--- src/rtl/alu_pkg.sv ---
// -----------------------------------------------------------------------------
// alu_pkg
// Definitions shared by the sequential divider and its single-step datapath.
//   div_state_t       : divider FSM states (IDLE, RUN, FIX, DONE)
//   DIV_WIDTH_DEFAULT : default operand/result width in bits
//   DIV_ZERO_Q_FILL   : bit value replicated across the quotient on divide-by-zero
// -----------------------------------------------------------------------------
package alu_pkg;

  typedef enum logic [1:0] {
    IDLE = 2'd0,
    RUN  = 2'd1,
    FIX  = 2'd2,
    DONE = 2'd3
  } div_state_t;

  localparam int DIV_WIDTH_DEFAULT = 32;

  // A divide-by-zero returns an all-ones quotient.
  localparam logic DIV_ZERO_Q_FILL = 1'b1;

endpackage

--- src/rtl/seq_divider_div_step.sv ---
// -----------------------------------------------------------------------------
// div_step
// One combinational restoring-division step on unsigned magnitudes.
// Ports:
//   rem_in  [WIDTH:0] : current partial remainder
//   bit_in            : next dividend bit, shifted in at the LSB
//   dvs     [WIDTH:0] : divisor magnitude
//   rem_out [WIDTH:0] : partial remainder after the trial subtraction
//   q_bit             : quotient bit produced by this step
// -----------------------------------------------------------------------------
module div_step
  import alu_pkg::*;
#(
  parameter int WIDTH = DIV_WIDTH_DEFAULT
) (
  input  logic [WIDTH:0] rem_in,
  input  logic           bit_in,
  input  logic [WIDTH:0] dvs,
  output logic [WIDTH:0] rem_out,
  output logic           q_bit
);

  // One extra bit so the shifted remainder never wraps before the compare.
  logic [WIDTH+1:0] shifted;
  logic [WIDTH+1:0] dvs_wide;

  assign shifted  = {rem_in, bit_in};
  assign dvs_wide = {1'b0, dvs};

  // Non-negative trial difference keeps the subtraction and sets the bit;
  // otherwise the shifted remainder is restored unchanged.
  assign q_bit   = (shifted >= dvs_wide);
  assign rem_out = q_bit ? (WIDTH+1)'(shifted - dvs_wide) : shifted[WIDTH:0];

endmodule

--- src/rtl/seq_divider.sv ---
// -----------------------------------------------------------------------------
// seq_divider
// Multi-cycle restoring divider, one quotient bit per RUN cycle.
// Build option: define SEQ_DIVIDER_SIGNED_EN for two's-complement operands
// (quotient truncates toward zero, remainder takes the dividend's sign).
// Without it operands are unsigned; FIX is still traversed so latency is equal.
// Ports:
//   clk         : clock, rising edge
//   clr         : asynchronous active-high reset
//   start       : request a division, sampled only in IDLE
//   dividend    : numerator, captured with start
//   divisor     : denominator, captured with start
//   busy        : high in every state except IDLE
//   done        : one-cycle pulse, WIDTH+2 cycles after the accepting edge
//   quotient    : result quotient, held until the next start is accepted
//   remainder   : result remainder, held until the next start is accepted
//   div_by_zero : divisor was zero for the last operation
// -----------------------------------------------------------------------------
module seq_divider
  import alu_pkg::*;
#(
  parameter int WIDTH = DIV_WIDTH_DEFAULT
) (
  input  logic             clk,
  input  logic             clr,
  input  logic             start,
  input  logic [WIDTH-1:0] dividend,
  input  logic [WIDTH-1:0] divisor,
  output logic             busy,
  output logic             done,
  output logic [WIDTH-1:0] quotient,
  output logic [WIDTH-1:0] remainder,
  output logic             div_by_zero
);

  localparam int               CNT_W    = $clog2(WIDTH + 1);
  localparam logic [CNT_W-1:0] LAST_CNT = CNT_W'(WIDTH);

  div_state_t state_reg, state_next;

  logic [CNT_W-1:0] cnt_reg;
  logic [WIDTH:0]   rem_reg;        // partial remainder
  logic [WIDTH:0]   dvs_reg;        // divisor magnitude
  logic [WIDTH-1:0] dvd_reg;        // dividend bits out at MSB, quotient bits in at LSB
  logic [WIDTH-1:0] dvd_raw_reg;    // untouched dividend for the divide-by-zero result
  logic             neg_q_reg;
  logic             neg_r_reg;
  logic             zero_reg;
  logic [WIDTH-1:0] quotient_reg;
  logic [WIDTH-1:0] remainder_reg;
  logic             dbz_reg;

  logic             dvd_neg;
  logic             dvs_neg;
  logic [WIDTH:0]   dvd_ext;
  logic [WIDTH:0]   dvs_ext;
  logic [WIDTH:0]   dvd_mag;
  logic [WIDTH:0]   dvs_mag;
  logic [WIDTH:0]   step_rem;
  logic             step_q;

`ifdef SEQ_DIVIDER_SIGNED_EN
  assign dvd_neg = dividend[WIDTH-1];
  assign dvs_neg = divisor[WIDTH-1];
`else
  assign dvd_neg = 1'b0;
  assign dvs_neg = 1'b0;
`endif

  // Magnitudes use WIDTH+1 bits so negating the most-negative value is exact.
  // Prepending the sign flag gives sign extension for negatives, zero
  // extension otherwise.
  assign dvd_ext = {dvd_neg, dividend};
  assign dvs_ext = {dvs_neg, divisor};
  assign dvd_mag = dvd_neg ? -dvd_ext : dvd_ext;
  assign dvs_mag = dvs_neg ? -dvs_ext : dvs_ext;

  div_step #(
    .WIDTH (WIDTH)
  ) u_step (
    .rem_in  (rem_reg),
    .bit_in  (dvd_reg[WIDTH-1]),
    .dvs     (dvs_reg),
    .rem_out (step_rem),
    .q_bit   (step_q)
  );

  // ---------------------------------------------------------------------------
  // FSM state register
  // ---------------------------------------------------------------------------
  always_ff @(posedge clk or posedge clr) begin
    if (clr) begin
      state_reg <= IDLE;
    end else begin
      state_reg <= state_next;
    end
  end

  // ---------------------------------------------------------------------------
  // FSM next state and status outputs
  // RUN holds for WIDTH iteration cycles plus one cycle that sees the terminal
  // count, which puts done WIDTH+2 cycles after the accepting edge.
  // ---------------------------------------------------------------------------
  always_comb begin
    state_next = state_reg;
    busy       = 1'b1;
    done       = 1'b0;
    case (state_reg)
      IDLE: begin
        busy = 1'b0;
        if (start) begin
          state_next = RUN;
        end
      end
      RUN: begin
        if (cnt_reg == LAST_CNT) begin
          state_next = FIX;
        end
      end
      FIX: begin
        state_next = DONE;
      end
      DONE: begin
        done       = 1'b1;
        state_next = IDLE;
      end
      default: begin
        state_next = IDLE;
      end
    endcase
  end

  // ---------------------------------------------------------------------------
  // Datapath
  // ---------------------------------------------------------------------------
  always_ff @(posedge clk or posedge clr) begin
    if (clr) begin
      cnt_reg       <= '0;
      rem_reg       <= '0;
      dvs_reg       <= '0;
      dvd_reg       <= '0;
      dvd_raw_reg   <= '0;
      neg_q_reg     <= 1'b0;
      neg_r_reg     <= 1'b0;
      zero_reg      <= 1'b0;
      quotient_reg  <= '0;
      remainder_reg <= '0;
      dbz_reg       <= 1'b0;
    end else begin
      case (state_reg)
        IDLE: begin
          if (start) begin
            cnt_reg     <= '0;
            rem_reg     <= '0;
            dvs_reg     <= dvs_mag;
            // Top magnitude bit is always zero for a WIDTH-bit operand.
            dvd_reg     <= WIDTH'(dvd_mag);
            dvd_raw_reg <= dividend;
            neg_q_reg   <= dvd_neg ^ dvs_neg;
            neg_r_reg   <= dvd_neg;
            zero_reg    <= (divisor == '0);
          end
        end
        RUN: begin
          if (cnt_reg != LAST_CNT) begin
            rem_reg <= step_rem;
            dvd_reg <= {dvd_reg[WIDTH-2:0], step_q};
            cnt_reg <= cnt_reg + 1'b1;
          end
        end
        FIX: begin
          dbz_reg <= zero_reg;
          if (zero_reg) begin
            quotient_reg  <= {WIDTH{DIV_ZERO_Q_FILL}};
            remainder_reg <= dvd_raw_reg;
          end else begin
            // Most-negative / -1 wraps back to most-negative here by design.
            quotient_reg  <= neg_q_reg ? -dvd_reg : dvd_reg;
            remainder_reg <= neg_r_reg ? -WIDTH'(rem_reg) : WIDTH'(rem_reg);
          end
        end
        default: begin
        end
      endcase
    end
  end

  assign quotient    = quotient_reg;
  assign remainder   = remainder_reg;
  assign div_by_zero = dbz_reg;

endmodule

--- config.mk ---
export PLATFORM = sky130hd
export DESIGN_NAME = seq_divider
export DESIGN_NICKNAME = d
export VERILOG_FILES = /design/src/rtl/alu_pkg.sv /design/src/rtl/seq_divider_div_step.sv /design/src/rtl/seq_divider.sv
export SDC_FILE = /design/constraint.sdc
export NUM_CORES = 1
export LEC_CHECK = 0
export ABC_CLOCK_PERIOD_IN_PS = 13250
export BUFFER_PORTS_ARGS = -buffer_cell sky130_fd_sc_hd__clkbuf_2
export CAP_MARGIN = 10
export CORE_MARGIN = 2
export CORE_UTILIZATION = 50
export CTS_BUF_LIST = sky130_fd_sc_hd__clkbuf_16
export CTS_CLUSTER_DIAMETER = 150
export DETAILED_ROUTE_END_ITERATION = 8
export PLACE_DENSITY = 0.7
export SLEW_MARGIN = 20
export SYNTH_ARGS = -nofsm -noshare
export SYNTH_HDL_FRONTEND = slang
export SYNTH_SLANG_ARGS = --single-unit
export TNS_END_PERCENT = 50
--- constraint.sdc ---
create_clock -name clk -period 13.25 [get_ports clk]
set_clock_uncertainty 0.1 [all_clocks]
set_input_delay 1.325 -clock clk [delete_from_list [all_inputs] [get_ports clk]]
set_output_delay 1.325 -clock clk [all_outputs]
set_load 0.02 [all_outputs]
==> flow_metrics.env <==
export IMPL_status="completed"
export IMPL_power_density_nw_per_um2=275
export IMPL_post_route_period_util_pct=25.5
export IMPL_worstPathMaxFanout=35
export IMPL_synth_main_ff_cell="dfrtp_1"
export IMPL_clk_latency_ps=510
export IMPL_htree_num_levels=1
export IMPL_hold_depth=1
export IMPL_fin_ws_ps=9870
export IMPL_wl_per_cell_um=17.8
export IMPL_clkPwrFrac_pct=17.6
export IMPL_cts_made_buffers=22
export IMPL_ys_top_cells_by_count="dfrtp_1 (203), nor2_1 (127), a21oi_1 (105)"
export IMPL_synthDistinctLibCells=55
export IMPL_die_x_um=149
export IMPL_post_route_util_pct=58.9
export IMPL_postSynthAreaPerCell_um2=9.97
export IMPL_grt_use_total_pct=23.3
export IMPL_ant_nets=0
export IMPL_finalWirelength_um=25600
export IMPL_maxCapViolCount=0
export IMPL_io_pin_count=134
export IMPL_netlist_area_leader_share_pct=48.6
export IMPL_worstSetupEndpointType="flip-flop"
export IMPL_cts_sinks=203
export IMPL_internal_power_uw=1870
export IMPL_maxSlewHeadroom_pct=37.4
export IMPL_finalNonFillerCells=1437
export IMPL_timing_rr_end="rem_reg[29]$_DFFE_PP0P_"
export IMPL_area_growth_pct=14.9
export IMPL_r2r_cells=10
export IMPL_switching_power_uw=1430
export IMPL_max_freq_mhz=296
export IMPL_cts_clk_slew_worst_paths_ps=60
export IMPL_largest_reg_flops=33
export IMPL_layout_nets=1260
export IMPL_r2r_slack_ps=9870
export IMPL_max_vdd_ir_drop_mv=0.119
export IMPL_use_met1_pct=34.8
export IMPL_hold_buffers=0
export IMPL_min_delay_start="rem_reg[32]$_DFFE_PP0P_"
export IMPL_row_count=52
export IMPL_initial_utilization_pct=51.3
export IMPL_cts_setup_buffers=0
export IMPL_crit_start="rem_reg[16]$_DFFE_PP0P_"
export IMPL_cts_resized_gates=0
export IMPL_setup_viol=0
export IMPL_p_sw_share_pct=43.4
export IMPL_route_detailed_drc=0
export IMPL_dr_first_iter_drc_count=577
export IMPL_root_buffer="clkbuf_16"
export IMPL_worstMarginPinSlew_ps=939
export IMPL_slew_viol_final=0
export IMPL_grt_pass1_wl_um=41300
export IMPL_yosys_register_bits=203
export IMPL_syn_inst=1047
export IMPL_seq_power_share_pct=34.4
export IMPL_use_met3_pct=2.91
export IMPL_die_area_um2=22100
export IMPL_netlist_area_um2=10400
export IMPL_place_ws_ps=9880
export IMPL_synth_area_leaders="dfrtp_1 (49%), mux2_2 (7.0%), mux2i_1 (5.5%)"
export IMPL_gp_congestion=0.889
export IMPL_fin_area_um2=12000
export IMPL_via_per_inst=5.59
export IMPL_port_buffers=133
export IMPL_cts_tree="yes"
export IMPL_final_hold_viol_count=0
export IMPL_period_minus_slack_ps=3380
export IMPL_hold_class="flip-flop to flip-flop"
export IMPL_antenna_cells=0
export IMPL_grt_busiest_layer="met2"
export IMPL_yosysWarnings=0
export IMPL_synth_top_area_cell="dfrtp_1"
export IMPL_drive_gt1_share_pct=22.5
export IMPL_antenna_found_initial=0
export IMPL_cp_start_kind="flip-flop"
export IMPL_die_y_um=149
export IMPL_r2r_start="rem_reg[16]$_DFFE_PP0P_"
export IMPL_place_inst=1399
export IMPL_share_comb_of_total_power_pct=48.0
export IMPL_yosysSeqAreaShare_pct=48.6
export IMPL_criticalPathCategory="flip-flop to flip-flop"
export IMPL_async_flop_share_pct=100
export IMPL_core_area_um2=20400
export IMPL_gr_usage_met2_pct=37.1
export IMPL_synth_edf_count=0
export IMPL_clock_path_buffers=3
export IMPL_rsz0062_at_grt="no"
export IMPL_synth_most_common_cell="dfrtp_1"
export IMPL_drt_pass1_iter_count=5
export IMPL_grt_max_degree=125
export IMPL_grt_pass1_vias=7893
export IMPL_critPathArrivalTime_ps=3640
export IMPL_fin_setup_tns_ps=0
export IMPL_gr_total_overflow=0
export IMPL_p_leak_uw=0.00574
export IMPL_worstHoldEndpoint="rem_reg[32]$_DFFE_PP0P_"
export IMPL_syn_num_nets=1154
export IMPL_placed_cell_area_um2=11300
export IMPL_dp_hpwl_um=18100
export IMPL_num_vias=8027
export IMPL_required_ps=13510
-- cells in the final DEF, fill, tap and decap left out, types with 3 or more instances in the layout --
master / instances
dfrtp_1: 202
mux2_2: 65
nand4_1: 9
nor3_1: 4
nand3_1: 30
and3_1: 5
xnor2_1: 15
buf_4: 8
inv_1: 49
o21ai_0: 41
a32oi_1: 6
o21ai_1: 18
a31oi_1: 6
clkbuf_16: 23
mux2i_1: 57
o21a_1: 4
nand2_1: 81
clkbuf_2: 133
a21oi_1: 105
o31ai_1: 5
nor2_1: 126
o21ai_2: 3
nor2b_1: 3
a21o_1: 21
clkinv_2: 3
a22oi_1: 18
clkinv_1: 6
xor2_1: 16
nor4_1: 11
or2_2: 3
o21bai_1: 9
ha_1: 38
-- worst max path at each step --
stage                               to  slack, ps  cells past startpoint
2_1_floorplan   cnt_reg[0]$_DFFE_PP0P_       6290                      1
3_3_place_gp      zero_reg$_DFFE_PP0P_       9870                      3
3_5_place_dp      zero_reg$_DFFE_PP0P_       9880                      3
4_1_cts        rem_reg[26]$_DFFE_PP0P_       9890                     12
5_1_grt        dvd_reg[24]$_DFFE_PP0P_       9600                     10
6_report       rem_reg[29]$_DFFE_PP0P_       9870                     10
-- layout make-up --
type	count	area [µm²]
well taps	270	338
fillers	1748	8360
clock inverters	15	98.8
multi-input cells	736	4980
clock buffers	23	576
repair buffers	142	737
inverters	48	188
flip-flops and latches	203	5080
-- per-layer routing --
layer | part of all wire, % | up-vias
met4 | 1.2 | 0
met2 | 46 | 224
li1 | - | 3898
met5 | 0 | -
met3 | 5.2 | 26
met1 | 48 | 3879
-- metrics by stage --
stage	hold slack, ps	total power [µW]
floorplan	360	2270
global placement	381	2680
detailed placement	389	2720
CTS	403	3310
global route	416	3550
finish	402	3300
-- power by group through the flow --
stage / registers, µW / logic, µW / clock network (µW)
finish: 1140 / 1590 / 580
global route: 1170 / 1760 / 617
CTS: 1140 / 1590 / 588
detailed placement: 1140 / 1580 / 0
global placement: 1130 / 1550 / 0
floorplan: 1190 / 1080 / 0
-- logic make-up after synthesis --
| logic type | Yosys count | share of synthesized area, % |
|---|---|---|
| compound gates | 258 | 15.7 |
| buf+inv | 108 | 4.01 |
| xor+xnor | 31 | 2.60 |
| mux | 122 | 12.5 |
| simple gates | 285 | 11.7 |
| fa+ha+maj | 40 | 4.86 |
| flops | 203 | 48.6 |
-- critical path, cell delays in order (launching register included) --
cell      delay, ps
dfrtp_1         430
ha_1            410
a21o_1          230
a31oi_1         170
o21ai_0         150
a221oi_2        320
o21ai_2         130
o21ai_4         440
buf_4           460
nand2b_1        270
o21ai_0         120
Power figures use the tool's default switching activity.
